===== src/rtl/maze_pkg.sv =====
// Shared constants, cell encodings and FSM state type for the maze scan controller.
package maze_pkg;

    localparam int unsigned CELL_W = 10;
    localparam int unsigned ADDR_W = 10;
    localparam int unsigned WALL_CNT_W = 11;

    // Special cell words
    localparam logic [CELL_W-1:0] CELL_START = 10'h1FF;
    localparam logic [CELL_W-1:0] CELL_GOAL  = 10'h000;

    // Wall is a single flag bit; marker is a two-bit field that only counts on non-wall cells
    localparam int unsigned WALL_BIT     = 9;
    localparam int unsigned MARKER_HI    = 8;
    localparam int unsigned MARKER_LO    = 7;
    localparam logic [1:0]  MARKER_CODE  = 2'b10;

    typedef enum logic [1:0] {
        StIdle  = 2'd0,
        StScan  = 2'd1,
        StDrain = 2'd2,
        StDone  = 2'd3
    } scan_state_e;

endpackage


===== src/rtl/maze_cell_decode.sv =====
// Combinational classification of one map cell word into start/goal/wall/marker flags.
module maze_cell_decode
    import maze_pkg::*;
(
    input  logic [CELL_W-1:0] i_cell,
    output logic              o_start,
    output logic              o_goal,
    output logic              o_wall,
    output logic              o_marker
);

    // Start and goal are exact-match codes; the start code has the wall bit clear
    always_comb begin
        o_start  = (i_cell == CELL_START);
        o_goal   = (i_cell == CELL_GOAL);
        o_wall   = i_cell[WALL_BIT];
        o_marker = (i_cell[MARKER_HI:MARKER_LO] == MARKER_CODE) && !i_cell[WALL_BIT];
    end

endmodule


===== src/rtl/maze_scan_ctrl.sv =====
// Sequentially reads every map cell, forwards each word to the classifier and
// records the first start/goal positions, duplicate errors and the wall count.
module maze_scan_ctrl
    import maze_pkg::*;
#(
    parameter int unsigned MAP_CELLS = 1024
) (
    input  logic                  p_reset,
    input  logic                  m_clock,
    input  logic                  scan_req,
    input  logic                  scan_abort,
    output logic                  mem_rd,
    output logic [ADDR_W-1:0]     mem_addr,
    input  logic [CELL_W-1:0]     mem_rdata,
    output logic                  blk_in_do,
    output logic [CELL_W-1:0]     blk_map,
    output logic [ADDR_W-1:0]     blk_now,
    output logic                  scan_busy,
    output logic                  scan_done,
    output logic [ADDR_W-1:0]     start_pos,
    output logic [ADDR_W-1:0]     goal_pos,
    output logic                  start_found,
    output logic                  goal_found,
    output logic                  err_dup,
    output logic [WALL_CNT_W-1:0] wall_count
);

    localparam logic [ADDR_W-1:0]     LastAddr = ADDR_W'(MAP_CELLS - 1);
    localparam logic [WALL_CNT_W-1:0] WallMax  = '1;

    scan_state_e             r_state;
    scan_state_e             w_state_d;
    logic [ADDR_W-1:0]       r_addr;
    logic                    r_rd_vld;
    logic [ADDR_W-1:0]       r_rd_addr;
    logic [ADDR_W-1:0]       r_start_pos;
    logic [ADDR_W-1:0]       r_goal_pos;
    logic                    r_start_found;
    logic                    r_goal_found;
    logic                    r_err_dup;
    logic [WALL_CNT_W-1:0]   r_wall_count;

    logic                    w_accept;
    logic                    w_abort;
    logic                    w_in_scan;
    logic                    w_is_start;
    logic                    w_is_goal;
    logic                    w_is_wall;
    logic                    w_unused_marker;

    assign w_in_scan = (r_state == StScan);
    // Abort beats a simultaneous request in IDLE, so a request is only accepted without abort
    assign w_accept  = (r_state == StIdle) && scan_req && !scan_abort;
    assign w_abort   = scan_abort && (r_state == StScan || r_state == StDrain);

    maze_cell_decode u_cell_decode (
        .i_cell   (mem_rdata),
        .o_start  (w_is_start),
        .o_goal   (w_is_goal),
        .o_wall   (w_is_wall),
        .o_marker (w_unused_marker)
    );

    // State register
    always_ff @(posedge m_clock or negedge p_reset) begin
        if (!p_reset) r_state <= StIdle;
        else          r_state <= w_state_d;
    end

    // Next-state logic
    always_comb begin
        w_state_d = r_state;
        unique case (r_state)
            StIdle:  if (w_accept) w_state_d = StScan;
            StScan: begin
                if (scan_abort)              w_state_d = StIdle;
                else if (r_addr == LastAddr) w_state_d = StDrain;
            end
            StDrain: w_state_d = scan_abort ? StIdle : StDone;
            StDone:  w_state_d = StIdle;
            default: w_state_d = StIdle;
        endcase
    end

    // Address counter; holds at the last address so it never runs past the map
    always_ff @(posedge m_clock or negedge p_reset) begin
        if (!p_reset) begin
            r_addr <= '0;
        end else if (w_accept) begin
            r_addr <= '0;
        end else if (w_in_scan && (r_addr != LastAddr)) begin
            r_addr <= r_addr + 1'b1;
        end
    end

    // Read-data qualifier pipeline; an abort drops the read still in flight
    always_ff @(posedge m_clock or negedge p_reset) begin
        if (!p_reset) begin
            r_rd_vld  <= 1'b0;
            r_rd_addr <= '0;
        end else begin
            r_rd_vld  <= w_in_scan && !scan_abort;
            r_rd_addr <= (w_in_scan && !scan_abort) ? r_addr : '0;
        end
    end

    // Result registers: cleared on scan start, flags cleared on abort, else updated per cell
    always_ff @(posedge m_clock or negedge p_reset) begin
        if (!p_reset) begin
            r_start_pos   <= '0;
            r_goal_pos    <= '0;
            r_start_found <= 1'b0;
            r_goal_found  <= 1'b0;
            r_err_dup     <= 1'b0;
            r_wall_count  <= '0;
        end else if (w_accept) begin
            r_start_pos   <= '0;
            r_goal_pos    <= '0;
            r_start_found <= 1'b0;
            r_goal_found  <= 1'b0;
            r_err_dup     <= 1'b0;
            r_wall_count  <= '0;
        end else if (w_abort) begin
            r_start_found <= 1'b0;
            r_goal_found  <= 1'b0;
            r_err_dup     <= 1'b0;
        end else if (r_rd_vld) begin
            if (w_is_start) begin
                if (r_start_found) begin
                    r_err_dup <= 1'b1;
                end else begin
                    r_start_pos   <= r_rd_addr;
                    r_start_found <= 1'b1;
                end
            end
            if (w_is_goal) begin
                if (r_goal_found) begin
                    r_err_dup <= 1'b1;
                end else begin
                    r_goal_pos   <= r_rd_addr;
                    r_goal_found <= 1'b1;
                end
            end
            if (w_is_wall && (r_wall_count != WallMax)) begin
                r_wall_count <= r_wall_count + 1'b1;
            end
        end
    end

    // Output drive; classifier sees zeros whenever the qualifier is low
    always_comb begin
        mem_rd      = w_in_scan;
        mem_addr    = w_in_scan ? r_addr : '0;
        blk_in_do   = r_rd_vld;
        blk_map     = r_rd_vld ? mem_rdata : '0;
        blk_now     = r_rd_vld ? r_rd_addr : '0;
        scan_busy   = (r_state == StScan) || (r_state == StDrain);
        scan_done   = (r_state == StDone);
        start_pos   = r_start_pos;
        goal_pos    = r_goal_pos;
        start_found = r_start_found;
        goal_found  = r_goal_found;
        err_dup     = r_err_dup;
        wall_count  = r_wall_count;
    end

endmodule


===== config.mk =====
export PLATFORM = sky130hd
export DESIGN_NAME = maze_scan_ctrl
export DESIGN_NICKNAME = d
export VERILOG_FILES = /design/src/rtl/maze_pkg.sv /design/src/rtl/maze_cell_decode.sv /design/src/rtl/maze_scan_ctrl.sv
export SDC_FILE = /design/constraint.sdc
export NUM_CORES = 1
export LEC_CHECK = 0
export CORE_ASPECT_RATIO = 0.8
export CORE_UTILIZATION = 40
export DETAILED_ROUTE_END_ITERATION = 10
export PLACE_DENSITY = 0.73
export SLEW_MARGIN = 30
export SYNTH_ARGS = -nofsm -noshare
export SYNTH_HDL_FRONTEND = slang
export SYNTH_SLANG_ARGS = --single-unit

===== constraint.sdc =====
create_clock -name m_clock -period 1.9 [get_ports m_clock]
set_input_delay 0.38 -clock m_clock [delete_from_list [all_inputs] [get_ports m_clock]]
set_output_delay 0.38 -clock m_clock [all_outputs]
set_load 0.01 [all_outputs]

# [Yosys cells after proc, flatten, opt, wreduce, memory -nomap -nowiden]
# Cells that the tools add are included.
[totals] memories=0 ff_bits=57 inputBits=14 ramBits=0 rom_bits=0 latch_bits=0 out_inout_bits=68 elab_cells=88
[classes] n_div=0 mul=0 n_eq_ne=12 n_shift=0 add_sub_neg=2 n_bitwise=0 muxes=40 order_cmp=0 n_reduce_logical=24
[ops] op="10-bit 2-to-1 mux" n=16
[ops] op="11-bit 2-to-1 mux" n=4
[ops] op="1-bit 2-to-1 mux" n=15
[ops] op="11-bit by 1-bit adder with 11-bit output, second input constant" n=1
[ops] op="11-bit inequality test, second input constant" n=1
[ops] op="10-bit by 1-bit adder with 10-bit output, second input constant" n=1
[ops] op="10-bit equality test, second input constant" n=1
[ops] op="10-bit by 9-bit equality test with 1-bit output, second input constant" n=1
[ops] op="10-bit logical NOT" n=1
[ops] op="10-bit inequality test, second input constant" n=1
[ops] op="2-bit nonzero test" n=5
[ops] op="3-bit nonzero test" n=3
[ops] op="2-bit 2-to-1 mux" n=4
[ops] op="2-bit case mux with 4 select lines" n=1
[ops] op="4-bit AND reduction" n=2
[ops] op="1-bit logical AND" n=6
[ops] op="2-bit AND reduction" n=3
[ops] op="2-bit equality test, second input constant" n=2
[ops] op="2-bit by 1-bit inequality test with 1-bit output, second input constant" n=2
[ops] op="2-bit inequality test, second input constant" n=2
[ops] op="3-bit by 2-bit inequality test with 1-bit output, second input constant" n=1
[ops] op="3-bit AND reduction" n=1
[ops] op="2-bit by 1-bit equality test with 1-bit output, second input constant" n=1
[ops] op="2-bit logical NOT" n=1
[ops] op="2 further kinds" n=2

# [Depth between registers and ports, before layout]
[depth] depth_word=7 mapped_depth=7 mapped_depth_nobuf=6

# [Hierarchy]
# A second synthesis with hierarchy kept.
[unflattened] hier_cells=296 area_unflattened_um2=2827.7
[by_module_without_submodules] module="maze_scan_ctrl" seq_area_each_um2=1426.4 area_per_inst_um2=2765.2 instances=1 cells_per_inst=287
[by_module_without_submodules] module="maze_cell_decode" seq_area_each_um2=0.0 area_per_inst_um2=62.6 instances=1 cells_per_inst=9

# [Least setup slack after synthesis]
# OpenSTA, ideal clock, no wires.
[synth_path] path_kind="reg2reg" from="register r_state[0]" to="register r_wall_count[4], in the netlist wall_count[4]" path_buffers=0 arrival_time_ps=1909 path_stages_with_launch=7 setup_ps=78 path_slack_ps=-87 t_required_ps=1822 period_less_slack_ps=1987 path_cell_list="dfrtp_1 -> inv_1 -> ha_1 -> a21boi_1 -> o21ai_2 -> or4_1 -> a21oi_1"
[synth_between] elab_chain_len=5 elab_cells_between_ends=12 cone_classes="eq/ne: 3; mux: 1; reduce/logical: 8"
[synth_rtl] item="from (decl)" line="maze_scan_ctrl.sv:31" rtl="scan_state_e r_state;"
[synth_rtl] item="from (signal assigned)" line="maze_scan_ctrl.sv:66" rtl="if (!p_reset) r_state <= StIdle;"
[synth_rtl] item="from (signal assigned)" line="maze_scan_ctrl.sv:67" rtl="else r_state <= w_state_d;"
[synth_rtl] item="2-bit by 1-bit equality test with 1-bit output / 2-bit equality test (equally long branches)"
[synth_rtl] item="1-bit logical OR (*)"
[synth_rtl] item="via scan_busy" line="maze_scan_ctrl.sv:18" rtl="output logic scan_busy,"
[synth_rtl] item="1-bit logical AND (*)" line="maze_scan_ctrl.sv:54" rtl="assign w_abort = scan_abort && (r_state == StScan || r_state == StDrain);"
[synth_rtl] item="2-bit inequality test (no line) (*)"
[synth_rtl] item="3-bit AND reduction (no line) (*)"
[synth_rtl] item="to (signal assigned)" line="maze_scan_ctrl.sv:145" rtl="r_wall_count <= r_wall_count + 1'b1;"
[synth_rtl] item="to (decl)" line="maze_scan_ctrl.sv:41" rtl="logic [WALL_CNT_W-1:0] r_wall_count;"
# The timed path passes the listed nets; every way through them passes the cells marked *.
# A chain may end at the register's enable or synchronous reset.

# [Worst setup path in the final report]
[layout_path] from="register r_rd_vld, in the netlist blk_in_do" to="output port blk_map[4]"
[layout_between] elab_chain_len=1
[layout_rtl] item="from (decl)" line="maze_scan_ctrl.sv:34" rtl="logic r_rd_vld;"
[layout_rtl] item="from (signal assigned)" line="maze_scan_ctrl.sv:102" rtl="r_rd_vld <= w_in_scan && !scan_abort;"
[layout_rtl] item="10-bit 2-to-1 mux" line="maze_scan_ctrl.sv:155" rtl="blk_map = r_rd_vld ? mem_rdata : '0;"
[layout_rtl] item="to (decl)" line="maze_scan_ctrl.sv:16" rtl="output logic [CELL_W-1:0] blk_map,"
# No other way between the ends.

==> results.md <==
* Leading area contributor after synthesis: dfrtp_1
* PortBufs at a little over 80
* Syn Nets at around 300
* Hold Path End: start_pos[9]
* Crit share post-route at between 90% and 100%
* CTS tree: built
* Clock buffer depth at 2
* Crit-path max FO at 9
* Slew Limit Headroom at 70.9%
* Post-synthesis cell area at roughly 2900 um^2
* Vias at ~2600
* Hold Crit Class: register to register
* Max-Cap Viols at 0
* Synth area leaders: dfrtp_1 49%, and2_1 11%, mux2_2 8.1%
* Dpl hpwl at approximately 5500 um
* Post-synthesis sequential area ratio at about half
* RSZ-0062 raised after global routing: false
* N_diodes at 0
* GRT Util Overall at around 21%
* Clk slew on worst S/H paths at ~0.060 ns
* Clock share of power at a little over a fifth
* CP Launch Type: register
* Tmin final at about 1.9 ns
* Num rows at 27
* Critical path class: register to output pin
* RR Startpoint: r_state[1]
* Layout cell share with drive strength beyond 1 at between 20% and 30%
* Routability Congestion at approximately 0.84
* Combinational share of power at about 44%
* Fin. Hold Viols at 0
* GR Overflow Total at 0
* Ys Warns at 0
* Die Y-Extent at between 70 and 80 um
* Final WL at a little under 8000 um
* Via density at around 5.2
* Yosys top cell area share at between 40% and 50%
* Worst EP required at between 1.5 and 2 ns
* Post-synth EDFFs at 0
* FF-to-FF path depth at 7
* CTS root buffer: clkbuf_8
* Core ar. at 6960 um^2
* Vias in the first global route at 2511
* Max IR drop VDD at 0.000813 V
* Pin count of the biggest net entering global routing at 40
* Psw at approximately 1.5 mW
* Max Clock Freq at between 0.5 and 0.6 GHz
* ANT nets after route at 0
* PD cells at 1040 nW/um^2
* Top_reg_cell synth: dfrtp_1
* IO Count at between 80 and 90
* Worst hold path depth at 1
* Final Setup Violations at 0
* Fin. max-slew vios at 0
* Worst Skew at approximately 0.0071 ns
* Cell Int Power at 3.03 mW
* 1st-pass router iterations at 4
* Post-Synthesis Cells at ~280
* HP Start: start_pos[9]
* Reg2Reg Setup Slack at 0.08 ns
* Worst Max-Slew Pin Slew at between 0.4 and 0.5 ns
* Remaining DRCs at 0
* P_leak at roughly 2.2 nW
* Final net count at between 400 and 500
* Register share of total power at roughly a third
* Hold_ws at approximately 0.50 ns
* Die area at 7610 um^2
* Unique cell type count in the Yosys netlist at 42
* Clock Latency Late Sink at 0.34 ns
* Synth Area per Inst at around 11 um^2
* Data arrival time of the critical path at 1.48 ns
* DIE WIDTH at 97.3 um
* Global-route wire length before repair at ~12000 um
* Status: finished, final reports clean
* Worst setup EP type: output pin
* Max H-tree Level at 3
* Wire per inst at between 15 and 20 um
* Setup tns final at 0 ns
* Starting density of the core at a little over two fifths
* Most common cell in the netlist: dfrtp_1
* FF-to-FF End: wall_count[5]
* Post-synth top cells: 57 x dfrtp_1, 49 x and2_1, 21 x mux2_2
* Async SR Flop Fraction at 100%
* Num Clock Sinks at 57
* TritonCTS buffer count at 9
* DR iter-0 viols at 99
* Sw Share at about a third
* Synthesized flop and latch total at between 50 and 60
* Initial antenna violation count at 0
* P&R area growth vs syn at 51.8%
metrics by stage:
stage,total power [mW],cell area (um^2),util (%),cells,worst slack [ns]
2_1_floorplan,2.44,2910,-,276,-0.0175
3_3_place_gp,3.46,4130,59.3,476,-0.532
3_5_place_dp,3.51,4130,59.3,476,-0.578
4_1_cts,4.52,4320,62.0,498,-0.144
5_1_grt,4.85,4410,63.4,500,0.00700
6_report,4.58,4410,63.4,500,0.0436
how the worst max path moves through the flow:
| stage | start | endpoint | slack [ns] | depth (start not counted) |
|---|---|---|---|---|
| after floorplan | mem_rdata[4] | goal_pos[0] | -0.02 | 5 |
| after global placement | mem_rdata[4] | goal_pos[8] | -0.53 | 5 |
| after detailed placement | mem_rdata[4] | goal_pos[8] | -0.58 | 5 |
| after CTS | mem_rdata[4] | goal_pos[8] | -0.14 | 5 |
| after global routing | r_state[1] | wall_count[5] | 0.007 | 7 |
| final | blk_in_do | blk_map[4] | 0.04 | 4 |
power groups by stage:
stage,clock [mW],combinational [mW],sequential (mW)
floorplan,0,0.818,1.62
global placement,0,1.89,1.57
detailed placement,0,1.93,1.58
CTS,0.995,1.96,1.56
global route,1.04,2.21,1.60
finish,0.984,2.03,1.56
flip-flops by register name, indices dropped and copies added (netlist names):
register / flops
r_addr: 10
r_rd_addr: 10
err_dup: 1
wall_count: 11
blk_in_do: 1
goal_pos: 10
goal_found: 1
start_found: 1
start_pos: 10
r_state: 2
cells by family after synthesis:
family	share of synthesized area [%]
compound gates	10.0
xor+xnor	0.603
fa+ha+maj	3.01
buf+inv	2.71
flops	49.1
mux	9.51
simple gates	25.1
per-layer routing:
layer	track usage, %	part of all wire [%]
met1	27.2	46
met2	33.4	47
met3	5.70	5.4
met4	6.03	1.6
met5	0	0
repair_timing:
| action | 4_1_cts | 5_1_grt |
|---|---|---|
| buffers inserted | 7 | 1 |
| endpoints found under the setup margin | 49 | 36 |
| pin swaps | 2 | 5 |
| gates resized for setup | 68 | 26 |
| hold buffers | 1 | 0 |
| cloned | 0 | 1 |
| endpoints found under the hold margin | 18 | 0 |
layout make-up:
cell class / count / area, um^2
Inverter: 7 / 26.3
Fill cell: 575 / 2550
Clock buffer: 11 / 151
Clock inverter: 3 / 17.5
Timing Repair Buffer: 132 / 1180
Tap cell: 87 / 109
Sequential cell: 57 / 1430
Multi-Input combinational cell: 203 / 1500
critical path, cell delays in order (launching register included):
cell           delay, ns
dfrtp_1             0.41
buf_6               0.15
buf_4               0.14
and2_2              0.16
dlygate4sd2_1       0.28
cell usage in the layout, fill, tap and decap left out, drive strengths merged, types with 4 or more instances in the layout:
master,instances
buf,60
dfrtp,57
and2,50
clkdlybuf4s50,36
dlygate4sd2,25
mux2,21
a21oi,16
nand2,14
clkbuf,12
o21ai,11
nor2,10
dlymetal6s2s,9
nand3,8
nand4,8
o31ai,8
or3,8
inv,7
ha,7
or4,6
nor3,4
mux2i,4
(Power assumes the default switching activity.)
